## config.mk

```make
export PLATFORM = sky130hd
export DESIGN_NAME = cache_mem_arbiter_flat
export DESIGN_NICKNAME = d
export VERILOG_FILES = /design/src/rtl/cache_mem_arbiter_if.sv /design/src/rtl/cache_mem_arbiter.sv /design/src/flat_wrapper.sv
export SDC_FILE = /design/constraint.sdc
export NUM_CORES = 1
export LEC_CHECK = 0
export CELL_PAD_IN_SITES_DETAIL_PLACEMENT = 1
export CELL_PAD_IN_SITES_GLOBAL_PLACEMENT = 1
export CORE_ASPECT_RATIO = 0.75
export CORE_MARGIN = 2
export CORE_UTILIZATION = 28
export DETAILED_ROUTE_END_ITERATION = 16
export PLACE_DENSITY_LB_ADDON = 0.1
export SYNTH_ARGS = -nofsm -noshare
export SYNTH_HDL_FRONTEND = slang
export SYNTH_SLANG_ARGS = --single-unit
```

## constraint.sdc

```tcl
create_clock -name clk -period 2.3 [get_ports clk]
set_clock_uncertainty 0.1 [all_clocks]
set_input_delay 0.345 -clock clk [delete_from_list [all_inputs] [get_ports clk]]
set_output_delay 0.345 -clock clk [all_outputs]
set_load 0.05 [all_outputs]
```

## src/rtl/cache_mem_arbiter_if.sv

```systemverilog
// rtl/cache_mem_arbiter_if.sv - cache-side and memory-side signal bundle for the memory arbiter
interface cache_mem_arbiter_if #(
  parameter int ADDR_W = 14,
  parameter int DATA_W = 64
);
  logic              i_req;
  logic [ADDR_W-1:0] i_addr;
  logic [DATA_W-1:0] i_rdata;
  logic              i_ack;
  logic              d_req;
  logic              d_we;
  logic [ADDR_W-1:0] d_addr;
  logic [DATA_W-1:0] d_wdata;
  logic [DATA_W-1:0] d_rdata;
  logic              d_ack;
  logic              mem_en;
  logic              mem_we;
  logic [ADDR_W-1:0] mem_addr;
  logic [DATA_W-1:0] mem_wdata;
  logic [DATA_W-1:0] mem_rdata;
  logic              busy;

  // Arbiter side
  modport slave (
    input  i_req, i_addr, d_req, d_we, d_addr, d_wdata, mem_rdata,
    output i_rdata, i_ack, d_rdata, d_ack, mem_en, mem_we, mem_addr, mem_wdata, busy
  );

  // Surrounding system side (caches and memory)
  modport master (
    output i_req, i_addr, d_req, d_we, d_addr, d_wdata, mem_rdata,
    input  i_rdata, i_ack, d_rdata, d_ack, mem_en, mem_we, mem_addr, mem_wdata, busy
  );
endinterface

```

## src/rtl/cache_mem_arbiter.sv

```systemverilog
// rtl/cache_mem_arbiter.sv - shares one fixed-latency memory port between I-cache and D-cache
module cache_mem_arbiter #(
  parameter int ADDR_W  = 14,
  parameter int DATA_W  = 64,
  parameter int MEM_LAT = 4
) (
  input  logic               clk,
  input  logic               rst,
  cache_mem_arbiter_if.slave arb
);

  localparam int CNT_W = (MEM_LAT < 2) ? 1 : $clog2(MEM_LAT + 1);

  typedef enum logic [1:0] {IDLE, I_ACC, D_ACC, RESP} state_e;

  state_e            state_q, state_d;
  logic [CNT_W-1:0]  cnt_q;
  logic              last_d_q;
  logic              win_d_q;
  logic              drop_q;
  logic              mem_we_q;
  logic [ADDR_W-1:0] mem_addr_q;
  logic [DATA_W-1:0] mem_wdata_q;
  logic [DATA_W-1:0] i_rdata_q;
  logic [DATA_W-1:0] d_rdata_q;

  logic grant_d;
  logic grant_i;
  logic in_acc;
  logic last_acc;
  logic win_req;

  // D has priority unless it was served last and I is also waiting
  assign grant_d  = arb.d_req && (!arb.i_req || !last_d_q);
  assign grant_i  = arb.i_req && !grant_d;
  assign in_acc   = (state_q == I_ACC) || (state_q == D_ACC);
  assign last_acc = (cnt_q == CNT_W'(MEM_LAT - 1));
  assign win_req  = win_d_q ? arb.d_req : arb.i_req;

  // State register
  always_ff @(posedge clk) begin
    if (rst) state_q <= IDLE;
    else     state_q <= state_d;
  end

  // Next-state decode
  always_comb begin
    state_d = state_q;
    case (state_q)
      IDLE: begin
        if (grant_d)      state_d = D_ACC;
        else if (grant_i) state_d = I_ACC;
      end
      I_ACC, D_ACC: if (last_acc) state_d = RESP;
      RESP:         state_d = IDLE;
      default:      state_d = IDLE;
    endcase
  end

  // Grant latching, access counting, read capture and fairness bookkeeping
  always_ff @(posedge clk) begin
    if (rst) begin
      cnt_q       <= '0;
      last_d_q    <= 1'b0;
      win_d_q     <= 1'b0;
      drop_q      <= 1'b0;
      mem_we_q    <= 1'b0;
      mem_addr_q  <= '0;
      mem_wdata_q <= '0;
      i_rdata_q   <= '0;
      d_rdata_q   <= '0;
    end else begin
      case (state_q)
        IDLE: begin
          if (grant_d || grant_i) begin
            win_d_q     <= grant_d;
            mem_we_q    <= grant_d && arb.d_we;
            mem_addr_q  <= grant_d ? arb.d_addr : arb.i_addr;
            mem_wdata_q <= grant_d ? arb.d_wdata : '0;
            cnt_q       <= '0;
            drop_q      <= 1'b0;
          end
        end
        I_ACC, D_ACC: begin
          cnt_q <= cnt_q + CNT_W'(1);
          // A withdrawn request still lets the memory op finish, but kills the ack
          if (!win_req) drop_q <= 1'b1;
          if (last_acc) begin
            if (win_d_q) d_rdata_q <= arb.mem_rdata;
            else         i_rdata_q <= arb.mem_rdata;
          end
        end
        RESP: begin
          if (!drop_q) last_d_q <= win_d_q;
        end
        default: ;
      endcase
    end
  end

  // Outputs decoded from the current state
  always_comb begin
    arb.busy   = (state_q != IDLE);
    arb.mem_en = in_acc;
    arb.mem_we = in_acc && mem_we_q;
    arb.i_ack  = (state_q == RESP) && !win_d_q && !drop_q;
    arb.d_ack  = (state_q == RESP) &&  win_d_q && !drop_q;
  end

  assign arb.mem_addr  = mem_addr_q;
  assign arb.mem_wdata = mem_wdata_q;
  assign arb.i_rdata   = i_rdata_q;
  assign arb.d_rdata   = d_rdata_q;

endmodule

```

## src/flat_wrapper.sv

```systemverilog
// flat-port wrapper written by rule: the top's interface ports become plain ports
module cache_mem_arbiter_flat 
#(
  parameter int ADDR_W  = 14,
  parameter int DATA_W  = 64,
  parameter int MEM_LAT = 4
)
  (clk, rst, arb_i_req, arb_i_addr, arb_d_req, arb_d_we, arb_d_addr, arb_d_wdata, arb_mem_rdata, arb_i_rdata, arb_i_ack, arb_d_rdata, arb_d_ack, arb_mem_en, arb_mem_we, arb_mem_addr, arb_mem_wdata, arb_busy);
  cache_mem_arbiter_if #(.ADDR_W(ADDR_W), .DATA_W(DATA_W)) arb_i ();
  input  logic clk;
  input  logic rst;
  input wire logic [$bits(arb_i.i_req)-1:0] arb_i_req;
  input wire logic [$bits(arb_i.i_addr)-1:0] arb_i_addr;
  input wire logic [$bits(arb_i.d_req)-1:0] arb_d_req;
  input wire logic [$bits(arb_i.d_we)-1:0] arb_d_we;
  input wire logic [$bits(arb_i.d_addr)-1:0] arb_d_addr;
  input wire logic [$bits(arb_i.d_wdata)-1:0] arb_d_wdata;
  input wire logic [$bits(arb_i.mem_rdata)-1:0] arb_mem_rdata;
  output wire logic [$bits(arb_i.i_rdata)-1:0] arb_i_rdata;
  output wire logic [$bits(arb_i.i_ack)-1:0] arb_i_ack;
  output wire logic [$bits(arb_i.d_rdata)-1:0] arb_d_rdata;
  output wire logic [$bits(arb_i.d_ack)-1:0] arb_d_ack;
  output wire logic [$bits(arb_i.mem_en)-1:0] arb_mem_en;
  output wire logic [$bits(arb_i.mem_we)-1:0] arb_mem_we;
  output wire logic [$bits(arb_i.mem_addr)-1:0] arb_mem_addr;
  output wire logic [$bits(arb_i.mem_wdata)-1:0] arb_mem_wdata;
  output wire logic [$bits(arb_i.busy)-1:0] arb_busy;
  assign arb_i.i_req = arb_i_req;
  assign arb_i.i_addr = arb_i_addr;
  assign arb_i.d_req = arb_d_req;
  assign arb_i.d_we = arb_d_we;
  assign arb_i.d_addr = arb_d_addr;
  assign arb_i.d_wdata = arb_d_wdata;
  assign arb_i.mem_rdata = arb_mem_rdata;
  assign arb_i_rdata = arb_i.i_rdata;
  assign arb_i_ack = arb_i.i_ack;
  assign arb_d_rdata = arb_i.d_rdata;
  assign arb_d_ack = arb_i.d_ack;
  assign arb_mem_en = arb_i.mem_en;
  assign arb_mem_we = arb_i.mem_we;
  assign arb_mem_addr = arb_i.mem_addr;
  assign arb_mem_wdata = arb_i.mem_wdata;
  assign arb_busy = arb_i.busy;
  cache_mem_arbiter #(.ADDR_W(ADDR_W), .DATA_W(DATA_W), .MEM_LAT(MEM_LAT)) u_core (.clk(clk), .rst(rst), .arb(arb_i));
endmodule
```

### After elaboration in Yosys (flattened, before gate mapping)

Index checks and enable logic that the tools add are counted.

| word-level totals | value |
|---|---|
| bits in writable memories | 0 |
| bits in read-only memories | 0 |
| input bits | 161 |
| output and inout bits | 211 |
| register bits | 215 |
| memories | 0 |
| word-level logic and storage cells | 60 |
| bits in latches | 0 |

| cells by class | value |
|---|---|
| div/mod/pow operators | 0 |
| order comparisons | 0 |
| reductions and logical operators | 27 |
| eq/ne operators | 8 |
| bitwise logic cells | 2 |
| $mul | 0 |
| shift-type cells | 0 |
| multiplexer cells | 12 |
| add/sub/neg operators | 1 |

Operator list:

| kind | number |
|---|---|
| $mux 64 | 1 |
| $mux 14 | 1 |
| $reduce_and 3->1 | 3 |
| $logic_and 1x1->1 | 8 |
| $reduce_and 2->1 | 4 |
| $mux 2 | 3 |
| $pmux 2 s3 | 1 |
| $pmux 3 s2 | 1 |
| $logic_not 1->1 | 5 |
| $eq 2x2->1 const B | 2 |
| $ne 2x1->1 const B | 2 |
| $reduce_bool 2->1 | 2 |
| $add 3x1->3 const B | 1 |
| $eq 3x2->1 const B | 1 |
| $logic_or 1x1->1 | 3 |
| $mux 1 | 3 |
| $mux 3 | 1 |
| $ne 3x1->1 const B | 1 |
| $eq 2x1->1 const B | 1 |
| $logic_not 2->1 | 1 |
| $ne 2x2->1 const B | 1 |
| $not 1->1 | 2 |
| $pmux 1 s2 | 1 |
| $reduce_or 2->1 | 1 |

### Logic depth before layout (Yosys ltp)

Gate-level depths: netlist (run 1).

| depth | value |
|---|---|
| depth after elaboration | 8 |
| gate-level depth with buffers | 7 |
| mapped depth without buffers | 5 |

### Least setup slack after synthesis (run 1)

Ideal clock, no wire load.

| timing path | value |
|---|---|
| path kind | register -> output |
| start point | reg u_core.state_q[0] |
| end point | out arb_mem_we |
| cell stages (with the launch flop) | 5 |
| data arrival time | 1706 ps |
| slack | 149 ps |
| path buffers | 1 |
| path through | dfxtp_1 > inv_1 > ha_1 > buf_2 > and2_1 |

| on the way | value |
|---|---|
| word-level cells in the longest chain between the ends | 3 |
| elaborated cells on any way between the ends | 4 |
| those cells by class | 2 x eq/ne; 2 x reduce/logical |

Ends and longest elaborated chain:

| what | line | text |
|---|---|---|
| start, declared | cache_mem_arbiter.sv:16 | `state_e state_q, state_d;` |
| start signal, assigned | cache_mem_arbiter.sv:43 | `else state_q <= state_d;` |
| $eq 2x1->1 / $eq 2x2->1 (equally long branches) | cache_mem_arbiter.sv:36 | `assign in_acc = (state_q == I_ACC) \|\| (state_q == D_ACC);` |
| $logic_or 1x1->1 (*) | cache_mem_arbiter.sv:36 |  |
| via arb_mem_en | flat_wrapper.sv:23 | `output wire logic [$bits(arb_i.mem_en)-1:0] arb_mem_en;` |
| $logic_and 1x1->1 (*) | cache_mem_arbiter.sv:105 | `arb.mem_we = in_acc && mem_we_q;` |
| end, declared | flat_wrapper.sv:24 | `output wire logic [$bits(arb_i.mem_we)-1:0] arb_mem_we;` |

Mark *: on every way through the listed nets, which the timed path passes. The rest lies on a longest branch.

### Worst setup path in the final report (run 1)

| timing path | value |
|---|---|
| start point | reg u_core.state_q[0] |
| end point | out arb_mem_we |

| on the way | value |
|---|---|
| word-level cells in the longest chain between the ends | 3 |
| elaborated cells on any way between the ends | 4 |
| those cells by class | 2 x eq/ne; 2 x reduce/logical |

Ends and longest elaborated chain:

| what | line |
|---|---|
| $eq 2x1->1 / $eq 2x2->1 (equally long branches) | cache_mem_arbiter.sv:36 |
| $logic_or 1x1->1 (*) | cache_mem_arbiter.sv:36 |
| $logic_and 1x1->1 (*) | cache_mem_arbiter.sv:105 |

Mark *: on every way between the ends. The rest lies on a longest branch, timed or not.

==> impl_metrics.env, run 1 <==
export IMPL_h_tree_depth=1
export IMPL_fin_total_pwr_mw=11.08
export IMPL_wl_um=26830
export IMPL_port_buffers=371
export IMPL_cts_max_path_buffers=3
export IMPL_hold_viol_final=0
export IMPL_fin_crit_sh_pct=94.24
export IMPL_area_growth_pct=64.76
export IMPL_grt_pass1_wl_um=41480
export IMPL_gp_congestion=0.7414
export IMPL_cpMaxStageDelayCell="ha_1"
export IMPL_finalSetupViolCount=0
export IMPL_grt_setup_unrepaired="false"
export IMPL_diodes=0
export IMPL_dp_cells=1509
export IMPL_ys_seq_elements=215
export IMPL_cpPeakStageDelay_ns=0.39
export IMPL_ant_nets=0
export IMPL_start_util_pct=28.64
export IMPL_status="completed"
export IMPL_r2r_cells=6
export IMPL_io_pins=372
export IMPL_cts_resized=0
export IMPL_synth_area_top_cells="dfxtp_1, nand2_1, a21oi_1"
export IMPL_powerDensity_nw_per_um2=902.1
export IMPL_fillers=3001
export IMPL_hold_start="rst"
export IMPL_cts_root_buf="clkbuf_16"
export IMPL_cap_violations=0
export IMPL_die_h_um=145.3
export IMPL_critPathBufInv=2
export IMPL_firstDrtPassIters=4
export IMPL_synthesis_area_sq_um=7456
export IMPL_route_detailed_drc=0
export IMPL_fin_util_pct=47.18
export IMPL_synthFlopType="dfxtp_1"
export IMPL_wl_per_cell_um=17.35
export IMPL_synth_edff_count=0
export IMPL_synth_area_leader_cell="dfxtp_1"
export IMPL_min_path_cells=2
export IMPL_drtIter0Drc=215
export IMPL_layout_cells_non_filler=1547
export IMPL_worst_ir_drop_vdd_mv=0.5107
export IMPL_slew_violations=0
export IMPL_worstReg2RegStart="u_core.state_q[0]"
export IMPL_reg2reg_to="u_core.arb.mem_wdata[45]"
export IMPL_tns_ns=0
export IMPL_synth_cell_type_count=33
export IMPL_critPathKind="reg2out"
export IMPL_vias=7117
export IMPL_dieArea_sq_um=27960
export IMPL_ys_seq_area_share_pct=57.73
export IMPL_seq_area_sq_um=4304
export IMPL_yosysTopAreaCellShare_pct=57.73
export IMPL_hpwl_um=18940
export IMPL_rows=51
export IMPL_worst_setup_path_end_kind="output pin"
export IMPL_viasPerCell=4.601
export IMPL_grtUsageTotal_pct=18.62
export IMPL_grt_max_degree=91
export IMPL_synth_common_cells="nand2_1, dfxtp_1, a21oi_1"
export IMPL_fin_nets=1357
export IMPL_coreArea_sq_um=26040
export IMPL_power_leakage_nw=4.320
export IMPL_crit_arrival_ns=1.72
export IMPL_yosysWarnings=0
export IMPL_drive_above_1_share_pct=5.486
export IMPL_grt_pass1_vias=7284
export IMPL_cts_hold_buf=0
export IMPL_worstSkewPairLatency_ns=0.50
export IMPL_cts_buffers_inserted=23
export IMPL_max_slew_margin_rel_pct=59.51
export IMPL_multi_input_area_sq_um=2844
export IMPL_start_kind="register"
export IMPL_cp_max_fo=6
export IMPL_syn_area_per_cell_sq_um=8.855
export IMPL_reg2reg_setup_slack_ns=0.40
export IMPL_die_w_um=192.4
export IMPL_cp_cell_sequence="inv_1 -> ha_1 -> and2_1 -> buf_12"
export IMPL_gr_total_overflow=0
export IMPL_fin_crit_ns=2.168
export IMPL_synthArstFlopShare_pct=0
export IMPL_worst_hold_path_type="in2reg"
export IMPL_worst_pin_slew_ns=0.6055
export IMPL_netlist_instances=842
export IMPL_synth_most_common_cell="nand2_1"
export IMPL_clk_pin_slew_ns=0.06
export IMPL_cp_required_ns=1.86
export IMPL_cts_tree="built"
export IMPL_post_cts_setup_buffers=0
export IMPL_cts_sinks=215
export IMPL_fmax_mhz=461.4
export IMPL_synth_nets=1009
export IMPL_antenna_found_initial=0
export IMPL_critPathTopFamily="adder cells"
export IMPL_min_to="u_core.arb.i_rdata[55]"
worst max-delay path by stage:
stage	from	end	slack (ns)	cells after the start
2_1_floorplan	u_core.state_q[0]	arb_mem_we	0.15	4
3_3_place_gp	arb_d_req	u_core.arb.mem_wdata[15]	0.25	5
3_5_place_dp	arb_d_req	u_core.arb.mem_wdata[16]	0.19	5
4_1_cts	u_core.state_q[0]	arb_mem_en	0.08	4
5_1_grt	u_core.state_q[0]	arb_mem_en	0.02	4
6_report	u_core.state_q[0]	arb_mem_we	0.13	4
through the flow:
| stage | area [sq um] | setup WS [ns] | hold slack, ns |
|---|---|---|---|
| floorplan | 7456 | 0.1489 | 0.3339 |
| global placement | 11550 | 0.2470 | 0.3410 |
| detailed placement | 11550 | 0.1865 | 0.3464 |
| CTS | 12280 | 0.07880 | 0.1732 |
| global route | 12280 | 0.02446 | 0.1965 |
| finish | 12280 | 0.1325 | 0.1830 |
registers in the layout, summed over array words and instances, names as in the netlist:
| name | count |
|---|---|
| u_core.arb.d_rdata | 64 |
| u_core.arb.i_rdata | 64 |
| u_core.arb.mem_addr | 14 |
| u_core.arb.mem_wdata | 64 |
| u_core.cnt_q | 3 |
| u_core.drop_q | 1 |
| u_core.last_d_q | 1 |
| u_core.mem_we_q | 1 |
| u_core.state_q | 2 |
| u_core.win_d_q | 1 |
logic make-up after synthesis:
group / after synthesis / synth area share (%)
adder cells (fa/ha/maj): 6 / 1.007
AO/OA/AOI/OAI: 241 / 20.44
buffers and inverters: 70 / 4.413
AND/OR/NAND/NOR: 310 / 16.41
flip-flops: 215 / 57.73
cells in the final DEF (no fill, tap or decap), types with 2 or more instances in the layout:
cell type,synthesis,final
nor2_1,21,20
clkinv_2,0,3
o21ai_0,4,4
a211oi_1,16,16
a21oi_1,146,146
or2b_1,2,2
clkbuf_1,26,3
a211o_1,2,2
clkbuf_8,0,7
a22o_1,65,65
buf_12,0,10
buf_4,7,13
nand3b_1,3,3
nand2b_1,2,2
ha_1,6,6
dfxtp_1,215,215
clkdlybuf4s50_1,0,365
nand2_1,271,271
clkbuf_16,0,23
inv_1,5,5
routing by layer:
metal / global-route usage (%) / routed length (um)
met5: 0 / 0
met2: 30.58 / 12280
met4: 5.267 / 734
met3: 5.443 / 1951
met1: 23.67 / 11860
where the power goes:
part | internal, mW | total (mW) | switching, mW
Combinational | 1.19 | 3.16 | 1.96
Sequential | 4.07 | 4.28 | 0.209
Clock | 2.16 | 3.65 | 1.49
Total | 7.42 | 11.1 | 3.66
layout make-up:
cell class | count | share of cell area [%]
clock buffer | 33 | 5.561
clock inverter | 5 | 0.4278
inverter | 5 | 0.1528
multi-input combinational | 557 | 23.15
sequential | 215 | 35.04
tap | 344 | 3.504
timing repair buffer | 388 | 32.17
Note: power is estimated with default switching activity, not from simulation.
==> inputs of run 2 (changes only) <==
GPL_TIMING_DRIVEN = 0   (was unset)
==> run 2 against run 1 <==
Effect of this change:
- design area increased by 0.31%
- worst hold slack improved by 0.10 ns
- die area unchanged
- sequential cell count unchanged
- global-route usage increased by 0.97 points
- non-clock buffer count increased by 46
- count of clock-buffer cells in the layout decreased by 1
==> impl_metrics.env, run 2 (same netlist as run 1, synthesis figures left out) <==
export IMPL_cts_hold_buf=0
export IMPL_firstDrtPassIters=4
export IMPL_max_slew_margin_rel_pct=55.77
export IMPL_worst_ir_drop_vdd_mv=0.5114
export IMPL_critPathKind="reg2out"
export IMPL_start_util_pct=28.64
export IMPL_worstSkewPairLatency_ns=0.50
export IMPL_cpPeakStageDelay_ns=0.88
export IMPL_layout_common_cells="clkdlybuf4s50_1, nand2_1, dfxtp_1, a21oi_1, a22o_1"
export IMPL_post_dp_cell_area_sq_um=11580
export IMPL_vias=7314
export IMPL_fin_crit_sh_pct=94.17
export IMPL_crit_arrival_ns=1.72
export IMPL_cp_cell_sequence="clkdlybuf4s50_1"
export IMPL_pre_cts_ws_ns=-0.2187
export IMPL_cts_root_buf="clkbuf_16"
export IMPL_io_pins=372
export IMPL_r2r_cells=7
export IMPL_post_cts_setup_buffers=0
export IMPL_gr_total_overflow=0
export IMPL_critPathTopFamily="buffers and inverters"
export IMPL_critPathBufInv=1
export IMPL_crit_cells=1
export IMPL_status="completed"
export IMPL_worst_hold_path_type="in2reg"
export IMPL_route_detailed_drc=0
export IMPL_dieArea_sq_um=27960
export IMPL_wl_per_cell_um=17.69
export IMPL_cp_max_fo=2
export IMPL_worst_pin_slew_ns=0.6634
export IMPL_fin_nets=1403
export IMPL_fmax_mhz=461.7
export IMPL_grt_pass1_vias=7521
export IMPL_cp_required_ns=1.86
export IMPL_tns_ns=0
export IMPL_fin_total_pwr_mw=11.05
export IMPL_diodes=0
export IMPL_rows=51
export IMPL_min_path_cells=4
export IMPL_drtIter0Drc=219
export IMPL_grtUsageTotal_pct=19.59
export IMPL_cts_resized=16
export IMPL_finalSetupViolCount=0
export IMPL_clk_pin_slew_ns=0.06
export IMPL_grt_pass1_wl_um=43300
export IMPL_final_area_sq_um=12320
export IMPL_hold_viol_final=0
export IMPL_grt_max_degree=14
export IMPL_cap_violations=0
export IMPL_cpMaxStageDelayCell="clkdlybuf4s50_1"
export IMPL_fin_crit_ns=2.166
export IMPL_coreArea_sq_um=26040
export IMPL_cts_max_path_buffers=3
export IMPL_ant_nets=0
export IMPL_hpwl_um=21430
export IMPL_worst_setup_path_end_kind="output pin"
export IMPL_die_h_um=145.3
export IMPL_cts_sinks=215
export IMPL_cts_tree="built"
export IMPL_slew_violations=0
export IMPL_die_w_um=192.4
export IMPL_start_kind="register"
export IMPL_wl_um=28170
export IMPL_antenna_found_initial=0
export IMPL_powerDensity_nw_per_um2=896.7
export IMPL_port_buffers=369
export IMPL_cts_buffers_inserted=23
export IMPL_viasPerCell=4.591
export IMPL_h_tree_depth=1
export IMPL_gp_congestion=0.7683
export IMPL_area_growth_pct=65.26
export IMPL_power_leakage_nw=4.391
export IMPL_worst_slack_ns=0.1341
export IMPL_drive_above_1_share_pct=6.966
export IMPL_final_common_cell="clkdlybuf4s50_1"
export IMPL_hold_slack_ns=0.2878
export IMPL_grt_setup_unrepaired="false"
[run 2: cell count changes in the layout (fill, tap and decap cells not counted), moves of 6 or more]
cell / before / now
buf_2: 0 / 31
clkbuf_1: 3 / 30
buf_12: 10 / 0
buf_4: 13 / 7
[run 2: through the flow]
step	instances	utilization (%)
floorplan	842	-
global placement	1555	44.48
detailed placement	1555	44.48
CTS	1593	47.28
global route	1593	47.33
finish	1593	47.33
[run 2: power by group]
part / internal [mW] / switching, mW / leakage (nW)
registers: 4.07 / 0.197 / 1.75
clock network: 2.10 / 1.49 / 0.354
logic: 1.19 / 2.00 / 2.29
total: 7.36 / 3.69 / 4.39
[run 2: metal layers]
metal / vias up / routed length, um / global-route usage, %
met4: 0 / 638 / 4.695
met3: 38 / 2191 / 6.023
met2: 230 / 12480 / 31.26
met1: 3416 / 12860 / 25.81
li1: 3630 / - / -
met5: - / 0 / 0
[run 2: worst paths after layout]
| path | startpoint | slack [ns] | endpoint |
|---|---|---|---|
| max | u_core.arb.d_rdata[43] | 0.13 | arb_d_rdata[43] |
| min | arb_i_req | 0.29 | u_core.cnt_q[0] |
| max reg2reg | u_core.cnt_q[0] | 0.26 | u_core.arb.i_rdata[21] |
| min reg2reg | u_core.arb.i_rdata[13] | 0.35 | u_core.arb.i_rdata[13] |
[run 2: layout make-up]
type	count	area, sq um
Buffer	65	316.6
Clock buffer	32	659.4
Clock inverter	6	57.56
Fill cell	3039	13710
Inverter	5	18.77
Multi-Input combinational cell	557	2845
Sequential cell	215	4307
Tap cell	344	430.4
Timing Repair Buffer	369	3687
[run 2: worst register-to-register path, delay by kind of cell, from the launching register on]
family | cells | cell delay, ns
AOI/OAI and AO/OA | 1 | 0.17
adders and majority gates | 2 | 0.46
buffers and inverters | 2 | 0.70
DFF | 1 | 0.32
and+or+nand+nor | 2 | 0.22
==> inputs of run 3 (changes only) <==
--- a/config.mk
+++ b/config.mk
@@ -7,10 +7,9 @@
 export LEC_CHECK = 0
-export CELL_PAD_IN_SITES_DETAIL_PLACEMENT = 1
-export CELL_PAD_IN_SITES_GLOBAL_PLACEMENT = 1
+export CAP_MARGIN = 10
 export CORE_ASPECT_RATIO = 0.75
 export CORE_MARGIN = 2
-export CORE_UTILIZATION = 28
+export CORE_UTILIZATION = 40
 export DETAILED_ROUTE_END_ITERATION = 16
 export GPL_TIMING_DRIVEN = 0
-export PLACE_DENSITY_LB_ADDON = 0.1
+export PLACE_DENSITY = 0.8
 export SYNTH_ARGS = -nofsm -noshare
==> constraint.sdc (replaced) <==
create_clock -name clk -period 2.3 [get_ports clk]
set_clock_uncertainty 0.1 [all_clocks]
set_input_delay 0.23 -clock clk [delete_from_list [all_inputs] [get_ports clk]]
set_output_delay 0.23 -clock clk [all_outputs]
set_load 0.05 [all_outputs]
==> run 3 against run 2 <==
Effect of this change:
- largest cell class unchanged
- non-clock buffer count is the same
- critical endpoint is now arb_mem_en
- power shrank 1.0%
- design area shrank 1.2%
- clock power shrank 2%
- utilization grew 19 points
- first-iteration DRC count grew 92%
==> impl_metrics.env, run 3 (same netlist as run 1, synthesis figures left out) <==
export IMPL_gp_congestion=0.8235
export IMPL_worst_slack_ns=0.08950
export IMPL_grtUsageTotal_pct=23.77
export IMPL_route_detailed_drc=0
export IMPL_cpMaxStageDelayCell="clkdlybuf4s15_1"
export IMPL_drive_above_1_share_pct=6.415
export IMPL_multi_input_area_sq_um=2823
export IMPL_post_cts_setup_buffers=0
export IMPL_rows=43
export IMPL_worst_hold_path_type="in2reg"
export IMPL_coreArea_sq_um=18400
export IMPL_power_leakage_nw=4.401
export IMPL_wl_um=25110
export IMPL_tns_ns=0
export IMPL_fmax_mhz=452.4
export IMPL_layout_common_cells="clkdlybuf4s50_1, nand2_1, dfxtp_1, a21oi_1, a22o_1"
export IMPL_hold_viol_final=0
export IMPL_powerDensity_nw_per_um2=898.1
export IMPL_finalSetupViolCount=0
export IMPL_pre_cts_ws_ns=-0.02542
export IMPL_max_slew_margin_rel_pct=57.76
export IMPL_hold_slack_ns=0.1838
export IMPL_cts_root_buf="clkbuf_16"
export IMPL_grt_pass1_vias=6906
export IMPL_cts_buffers_inserted=22
export IMPL_h_tree_depth=1
export IMPL_top_usage_layer="met2"
export IMPL_critPathKind="reg2out"
export IMPL_cts_tree="built"
export IMPL_antenna_found_initial=1
export IMPL_fin_nets=1402
export IMPL_worst_setup_path_end_kind="output pin"
export IMPL_grt_pass1_wl_um=37330
export IMPL_die_w_um=161.7
export IMPL_dieArea_sq_um=19760
export IMPL_drtIter0Drc=420
export IMPL_met1_usage_pct=30.62
export IMPL_worst_pin_slew_ns=0.6336
export IMPL_viasPerCell=4.948
export IMPL_clk_pin_slew_ns=0.06
export IMPL_grt_max_degree=14
export IMPL_port_buffers=369
export IMPL_slew_violations=0
export IMPL_final_area_sq_um=12180
export IMPL_cp_required_ns=1.97
export IMPL_gr_total_overflow=0
export IMPL_area_growth_pct=63.30
export IMPL_io_pins=372
export IMPL_fin_crit_sh_pct=96.11
export IMPL_post_dp_cell_area_sq_um=11460
export IMPL_die_h_um=122.2
export IMPL_hpwl_um=18770
export IMPL_ant_nets=0
export IMPL_firstDrtPassIters=5
export IMPL_vias=7398
export IMPL_grt_util_met3_pct=6.083
export IMPL_wl_per_cell_um=16.80
export IMPL_worstSkewPairLatency_ns=0.49
export IMPL_start_util_pct=40.52
export IMPL_cp_max_fo=5
export IMPL_fillers=1531
export IMPL_cts_max_path_buffers=3
export IMPL_status="completed"
export IMPL_final_common_cell="clkdlybuf4s50_1"
export IMPL_fin_crit_ns=2.211
export IMPL_cts_sinks=215
export IMPL_seq_area_sq_um=4304
export IMPL_cp_cell_sequence="inv_1 -> ha_1 -> clkdlybuf4s15_1"
export IMPL_start_kind="register"
export IMPL_grtUsageMet2_pct=39.53
export IMPL_cpPeakStageDelay_ns=0.56
export IMPL_crit_arrival_ns=1.88
export IMPL_worst_ir_drop_vdd_mv=0.6968
export IMPL_grt_setup_unrepaired="false"
export IMPL_cap_violations=0
## run 3: final cells by class
| cell class | instances | share of cell area (%) |
|---|---|---|
| buffer | 65 | 2.569 |
| multi-input combinational | 557 | 23.18 |
| timing repair buffer | 369 | 30.30 |
| clock inverter | 6 | 0.4522 |
| tap | 247 | 2.538 |
| antenna | 1 | 0.02055 |
| inverter | 5 | 0.1541 |
| clock buffer | 30 | 5.436 |
| sequential | 215 | 35.35 |
## run 3: critical path: cells and delay by family, from the launching register on
| family | cells | cell delay, ns |
|---|---|---|
| adder cells (fa/ha/maj) | 1 | 0.37 |
| flip-flops | 1 | 0.36 |
| buffers and inverters | 2 | 0.65 |
## run 3: what timing repair did
action	4_1_cts	5_1_grt
setup endpoints to repair	5	18
gates resized for setup	11	6
hold buffers	0	0
## run 3: path summary, 6_finish.rpt
path | from | endpoint | slack, ns | cells after the start
worst max-delay path | u_core.state_q[0] | arb_mem_en | 0.09 | 3
worst min-delay path | arb_i_addr[10] | u_core.arb.mem_addr[10] | 0.18 | 3
worst max register to register | u_core.state_q[0] | u_core.arb.d_rdata[59] | 0.15 | 7
worst min register to register | u_core.arb.d_rdata[13] | u_core.arb.d_rdata[13] | 0.35 | 2
## run 3: layer usage
| layer | routed length, um | part of all wire, % |
|---|---|---|
| met3 | 1906 | 7.6 |
| met2 | 11890 | 47 |
| met5 | 0 | 0 |
| met4 | 754 | 3.0 |
| met1 | 10570 | 42 |
## run 3: power by group
group | internal [mW] | total, mW | switching (mW) | leakage [nW]
clock | 2.11 | 3.52 | 1.42 | 0.361
combinational | 1.16 | 3.14 | 1.99 | 2.29
sequential | 4.07 | 4.27 | 0.201 | 1.74
## run 3: stage by stage
stage	instances	utilization (%)	power [mW]
after floorplan	842	-	6.249
after global placement	1458	62.27	7.434
after detailed placement	1458	62.27	7.464
after CTS	1494	66.13	11.00
after global routing	1495	66.17	11.35
final	1495	66.17	10.93
